$ cat config.mk
export PLATFORM = sky130hd
export DESIGN_NAME = pipe_stage_buf
export DESIGN_NICKNAME = d
export VERILOG_FILES = /design/src/rtl/pipe_stage_buf.sv
export SDC_FILE = /design/constraint.sdc
export NUM_CORES = 1
export LEC_CHECK = 0
export CAP_MARGIN = 40
export CORE_ASPECT_RATIO = 0.9
export CORE_UTILIZATION = 40
export CTS_CLUSTER_SIZE = 20
export DETAILED_ROUTE_END_ITERATION = 7
export GPL_TIMING_DRIVEN = 0
export MAX_ROUTING_LAYER = met4
export PLACE_DENSITY_LB_ADDON = 0.15
export SYNTH_ARGS = -nofsm -noshare
export SYNTH_HDL_FRONTEND = slang
export SYNTH_SLANG_ARGS = --single-unit
$ cat constraint.sdc
create_clock -name clk -period 10 [get_ports clk]
set_clock_uncertainty 0.2 [all_clocks]
set_input_delay 1 -clock clk [delete_from_list [all_inputs] [get_ports clk]]
set_output_delay 1 -clock clk [all_outputs]
set_load 0.02 [all_outputs]
$ cat src/rtl/pipe_stage_buf.sv
// Elastic pipeline-stage buffer: circular FIFO with flush and occupancy count.
// Define PIPE_BUF_BYPASS_EN for a zero-latency bypass when the buffer is empty.
module pipe_stage_buf #(
  parameter int unsigned DATA_W = 64,
  parameter int unsigned DEPTH  = 2
) (
  input  logic                     clk,
  input  logic                     reset,
  input  logic                     in_valid,
  input  logic [DATA_W-1:0]        in_data,
  output logic                     in_ready,
  output logic                     out_valid,
  output logic [DATA_W-1:0]        out_data,
  input  logic                     out_ready,
  input  logic                     flush,
  output logic [$clog2(DEPTH):0]   count
);

  localparam int unsigned PTR_W = $clog2(DEPTH);
  localparam int unsigned CNT_W = PTR_W + 1;

  logic [DATA_W-1:0] mem_q [DEPTH];
  logic [PTR_W-1:0]  wr_ptr_q, wr_ptr_d;
  logic [PTR_W-1:0]  rd_ptr_q, rd_ptr_d;
  logic [CNT_W-1:0]  count_q, count_d;
  logic              empty;
  logic              push;
  logic              pop;

  // Handshake decode and next-state for pointers and occupancy.
  always_comb begin
    wr_ptr_d  = wr_ptr_q;
    rd_ptr_d  = rd_ptr_q;
    count_d   = count_q;
    empty     = (count_q == '0);
    in_ready  = (count_q < CNT_W'(DEPTH));
`ifdef PIPE_BUF_BYPASS_EN
    out_valid = (!empty || in_valid) && !flush;
    out_data  = empty ? in_data : mem_q[rd_ptr_q];
    // A bypassed payload taken downstream this cycle never lands in storage.
    push      = in_valid && in_ready && !flush && !(empty && out_ready);
`else
    out_valid = !empty && !flush;
    out_data  = mem_q[rd_ptr_q];
    push      = in_valid && in_ready && !flush;
`endif
    pop       = !empty && out_valid && out_ready;

    if (flush) begin
      wr_ptr_d = '0;
      rd_ptr_d = '0;
      count_d  = '0;
    end else begin
      if (push) wr_ptr_d = wr_ptr_q + PTR_W'(1);
      if (pop)  rd_ptr_d = rd_ptr_q + PTR_W'(1);
      case ({push, pop})
        2'b10:   count_d = count_q + CNT_W'(1);
        2'b01:   count_d = count_q - CNT_W'(1);
        default: count_d = count_q;
      endcase
    end
  end

  always_ff @(posedge clk or posedge reset) begin
    if (reset) begin
      wr_ptr_q <= '0;
      rd_ptr_q <= '0;
      count_q  <= '0;
    end else begin
      wr_ptr_q <= wr_ptr_d;
      rd_ptr_q <= rd_ptr_d;
      count_q  <= count_d;
    end
  end

  // Payload storage is not reset; occupancy alone defines validity.
  always_ff @(posedge clk) begin
    if (push) mem_q[wr_ptr_q] <= in_data;
  end

  assign count = count_q;

endmodule

## After elaboration in Yosys (flattened, before gate mapping)

Memories as Yosys holds them, arrays and structs flattened.
Index checks and enable logic that the tools add are counted.

- Bits of input ports: 69
- Word-level logic and storage cells: 30
- Bits in registers: 4
- Memories: 1
- Bits in writable memories: 128
- Output and inout bits: 68

Memories:

| memory | depth | bits a word | read ports | clocked after Yosys merged registers in | wr ports | line | RTL |
|---|---|---|---|---|---|---|---|
| mem_q | 2 | 64 | 1 | 0 | 1 | 22 | `logic [DATA_W-1:0] mem_q [DEPTH];` |

- Muxes and demuxes: 8
- Order comparisons: 1
- Reductions and logical operators: 11
- Eq/ne operators: 2
- Add/sub/neg operators: 4

Operator list:

| cell | count |
|---|---|
| $mux W1 | 6 |
| $logic_and A1 B1 Y1 | 5 |
| $pmux W2 S2 | 1 |
| $reduce_bool A2 Y1 | 2 |
| $reduce_bool A3 Y1 | 1 |
| $add A1 B1 Y1 const B | 2 |
| $add A2 B1 Y2 const B | 1 |
| $eq A2 B1 Y1 const B | 1 |
| $eq A2 B2 Y1 const B | 1 |
| $logic_not A1 Y1 | 2 |
| $logic_not A2 Y1 | 1 |
| $lt A2 B2 Y1 const B | 1 |
| $mux W2 | 1 |
| $sub A2 B1 Y2 const B | 1 |

## Depth between registers and ports, before layout

- Depth in word-level cells: 8
- Mapped depth: 3
- Mapped depth without buffers: 3

## Worst setup path before layout

Ideal clock, no wire load.

- Path kind: input -> register
- Start: input in_valid
- End: memory mem_q[1][0], enable pin
- Required time: 9.221 ns
- Cell stages on the path: 2
- Path buffers: 0
- Setup slack: 3.475 ns
- Arrival: 5.746 ns
- Setup time: 0.579 ns
- Cell sequence: nand2b_4 -> nor3b_1

- Longest elaborated chain between the ends: 4

RTL lines:

| what | line | RTL |
|---|---|---|
| start, declared | 9 | `input logic in_valid,` |
| $logic_and A1 B1 Y1 (2 in a row) | 45 | `push = in_valid && in_ready && !flush;` |
| $mux W1 | 78 | `if (push) mem_q[wr_ptr_q] <= in_data;` |
| $mux W1 (implied by the code) | 78 |  |
| end, declared | 22 |  |

No other way between the ends.

## Worst setup path after layout

- Start: input flush
- End: output out_valid

- Longest elaborated chain between the ends: 2

RTL lines:

| what | line | RTL |
|---|---|---|
| start, declared | 15 | `input logic flush,` |
| $logic_not A1 Y1 | 43 | `out_valid = !empty && !flush;` |
| $logic_and A1 B1 Y1 | 43 |  |
| end, declared | 12 | `output logic out_valid,` |

No other way between the ends.

==> impl_summary.txt <==
----------------------------------------------------
[Setup path]
  Critical Path Source Type ... input pin
  Data required, critical path ... between 8 and 9 ns
  Cell-by-cell listing of the critical path ... clkdlybuf4s50_1 -> nor2_1 -> clkdlybuf4s50_1
  Crit path kind ... in2out
  Master of the slowest instance on the critical path ... clkdlybuf4s50_1
  Reg-to-reg endpoint ... mem_q[1][62]
  Most prevalent standard cell on the critical path ... clkdlybuf4s50_1
  Crit-path max FO ... 7
  Worst reg2reg path startpoint ... count[1]
  Number of cells on the worst reg-to-reg path ... 7
  Max incr delay on CP ... a little over 0.6 ns
  Critical Path End Type ... output port
  Arrival time reported for the critical path endpoint ... 2.32 ns
  Slack of the worst reg-to-reg path ... around 7.3 ns

[Synthesis]
  Leading area contributor after synthesis ... edfxtp_1
  Mapped Area ... 0.00505 mm²
  Ys flop type ... edfxtp_1
  Commonest cells in the synthesized netlist ... 128 x edfxtp_1, 50 x mux2_4, 14 x mux2_2, 6 x buf_6
  EDFF count, synth ... 128
  Net Count, Synth ... 293
  Portion of netlist area occupied by mux cells ... 18.2%
  Synth Register Bits ... between 100 and 150
  Largest family of logic cells by synthesized area ... multiplexers
  Share of flip-flops with an asynchronous set or reset ... 3.03%
  Portion of the post-synthesis area used by sequential elements ... between 70% and 80%
  Most area-consuming cells after synthesis ... edfxtp_1 76%, mux2_4 15%, mux2_2 3.1%, dfrtp_1 2.0%, buf_6 1.3%
  Area fraction of the dominant cell type after synthesis ... between 70% and 80%
  Count of different cell masters after synthesis ... 19
  Adder-cell area share of the yosys netlist ... 0%
  Xor-xnor portion of the synthesized cell area ... 0.347%
  Most frequent cell after synthesis ... edfxtp_1
  Compound-gate portion of the synthesized area ... 0.545%
  Synth Area per Inst ... roughly 23 µm²
  Number of cells produced by synthesis ... 224
  Yosys warning total ... 0
  Simple-gate share of the synthesized area ... under 10%

[Hold path]
  HP Start ... wr_ptr_q
  Hold-critical path depth ... 2
  Min-delay worst type ... reg2reg
  Worst min-delay path endpoint ... wr_ptr_q

[Route]
  DRC marker count from the first detailed-route iteration ... 177
  Total via count after detailed routing ... 2596
  Post-detailed-route count of antenna-violating nets ... 0
  Final routed DRC violation total ... 0
  Wire length reported by the detailed router ... roughly 8900 µm
  First-pass iteration count of the detailed router ... 4
  Average detailed-routed wire length per instance ... 15.8 µm
  Avg Vias per Cell ... 4.59

[Cells and area]
  Number of antenna repair diodes ... 0
  Area added between synthesis and finish ... 44.5%
  Non-filler cells, final ... roughly 570
  Final standard cell area without fillers ... 0.00730 mm²
  Nets ... 462
  Post-route core utilization ... 60.0%
  Fraction of layout cells with a size suffix above 1 ... 26.9%

[CTS]
  # clock sinks ... between 100 and 150
  Post CTS Setup Buffer Count ... 0
  Clock Tree Root ... clkbuf_16
  Quantity of gates resized following cts ... 0
  Worst-skew pair later-pin latency ... 0.41 ns
  Clock buffers created by TritonCTS ... 17
  CTS Buffer Depth ... 2
  CTS Hold Buffers Added ... 0
  CTS H-tree depth ... 4
  TritonCTS clock tree ... done
  Clock-pin slew on the worst setup and hold paths ... roughly 0.05 ns

[STA]
  Unrepaired setup endpoints after global routing ... false
  Final worst path period share ... about a third
  Post-layout worst setup margin ... 6.48 ns
  Count of final setup violators ... 0
  Final count of pins violating max slew ... 0
  FMAX ... 0.284 GHz
  Number of hold violations in the final report ... 0
  Minimum clock period after layout ... between 3 and 4 ns
  Slew at the pin closest to its max-slew limit ... between 0.6 and 0.7 ns
  Rel. slew slack ... 56.1%

[Power]
  Sw Pwr ... between 0.2 and 0.3 mW
  Internal power ... 1.10 mW
  Worst IR Drop VDD ... between 0.15 and 0.2 mV
  Switching power as a share of total power ... 21.0%
  Power density over the cells ... 192 mW/mm²
  Seq pwr share ... around 46%
  Combinational share of power ... 14.0%
  Clk network pwr share ... 40.3%
  Standby leakage power ... 2.60 nW

[GRT]
  Total gr overflow ... 0
  Largest net degree at the start of global routing ... 17
  Initial antenna violation count ... 0
  All-Layer GR Usage ... 15.2%
  Wire length of the first global-routing pass ... ~14000 µm
  Number of global-route vias before repair ... 2710

[Placement]
  Worst setup slack before clock tree synthesis ... around 6.2 ns
  GPL Wtd Cong ... 0.665
  Port Buffers ... 136
  Dpl cell area ... 0.00677 mm²
  Number of placed cells counting well taps ... 534
  Detail Placement HPWL ... 6150 µm

[Flow run]
  Number of violations of the max-capacitance limit ... 0

[Floorplan]
  Core region area ... about 0.012 mm²
  Number of rows created at floorplan ... 38
  Die outline area ... 0.0131 mm²
  Die width ... 120 µm
  Vertical die dimension ... about 110 µm
  Starting utilization of the core area ... approximately 41%
  Total I/O pin count ... roughly 140

[Status]
  Run status ... completed

----------------------------------------------------
[logic make-up (layout without fill, tap and decap cells)]
group | Yosys count | in the layout
AND/OR/NAND/NOR | 11 | 11
multiplexers | 65 | 65
XOR/XNOR | 2 | 2
buffers and inverters | 9 | 190
flip-flops | 132 | 132
AO/OA/AOI/OAI | 5 | 5
[routing by layer]
layer | wire length, µm | share of wire [%] | GRT usage [%] | up-vias
met5 | 0 | 0 | - | -
met4 | 195 | 2.2 | 9.26 | 0
met2 | 4350 | 49 | 23.1 | 97
met3 | 539 | 6.0 | 5.27 | 19
met1 | 3860 | 43 | 17.5 | 1254
li1 | - | - | - | 1226
[cells in the final DEF (no fill, tap or decap), drive strengths merged]
master         Yosys  routed
mux2i              1       1
a21oi              2       2
inv                2       2
nor3b              1       1
clkbuf             0      23
xor2               2       2
nor3               1       1
edfxtp           128     128
dfrtp              4       4
nor2b              2       2
o21ai              2       2
clkdlybuf4s50      0     136
nand2              1       1
a21o               1       1
buf                7      21
nand2b             2       2
bufinv             0       2
clkinv             0       6
mux2              64      64
nor2               4       4
[flip-flops by register name, indices dropped and copies added (netlist names)]
| signal | cells |
|---|---|
| mem_q | 128 |
| count | 2 |
| rd_ptr_q | 1 |
| wr_ptr_q | 1 |
[worst max-delay path by stage]
stage               startpoint           to  slack, ns
floorplan             in_valid  mem_q[1][0]       3.47
global placement      in_valid  mem_q[1][1]      -0.04
detailed placement    in_valid  mem_q[1][1]       6.22
CTS                      flush    out_valid       6.47
global route             flush    out_valid       6.42
finish                   flush    out_valid       6.48
[worst max-delay path, delay by kind of cell]
family / cells / cell delay (ns)
AND/OR/NAND/NOR: 1 / 0.16
buffers and inverters: 2 / 1.17
[per-stage QoR]
stage	hold WS (ns)	total power [mW]	TNS, ns
floorplan	0.319	0.754	0
global placement	0.335	0.845	-2.49
detailed placement	0.370	0.848	0
CTS	0.384	1.42	0
global route	0.425	1.45	0
finish	0.391	1.40	0
[final cells by class]
| class | count | area, µm² |
|---|---|---|
| Buffer | 7 | 72.6 |
| Fill cell | 973 | 4870 |
| Multi-Input combinational cell | 83 | 1040 |
| Tap cell | 160 | 200 |
| Timing Repair Buffer | 150 | 1500 |
| Clock inverter | 8 | 85.1 |
| Clock buffer | 23 | 448 |
| Sequential cell | 132 | 3940 |
| Inverter | 2 | 7.51 |
[power by group through the flow]
stage	Combinational, mW	Sequential (mW)	Clock, mW
2_1_floorplan	0.101	0.654	0
6_report	0.196	0.640	0.563
3_5_place_dp	0.198	0.651	0
4_1_cts	0.199	0.640	0.578
3_3_place_gp	0.189	0.656	0
5_1_grt	0.207	0.641	0.598
No activity file was read; power rests on OpenSTA's default activity.
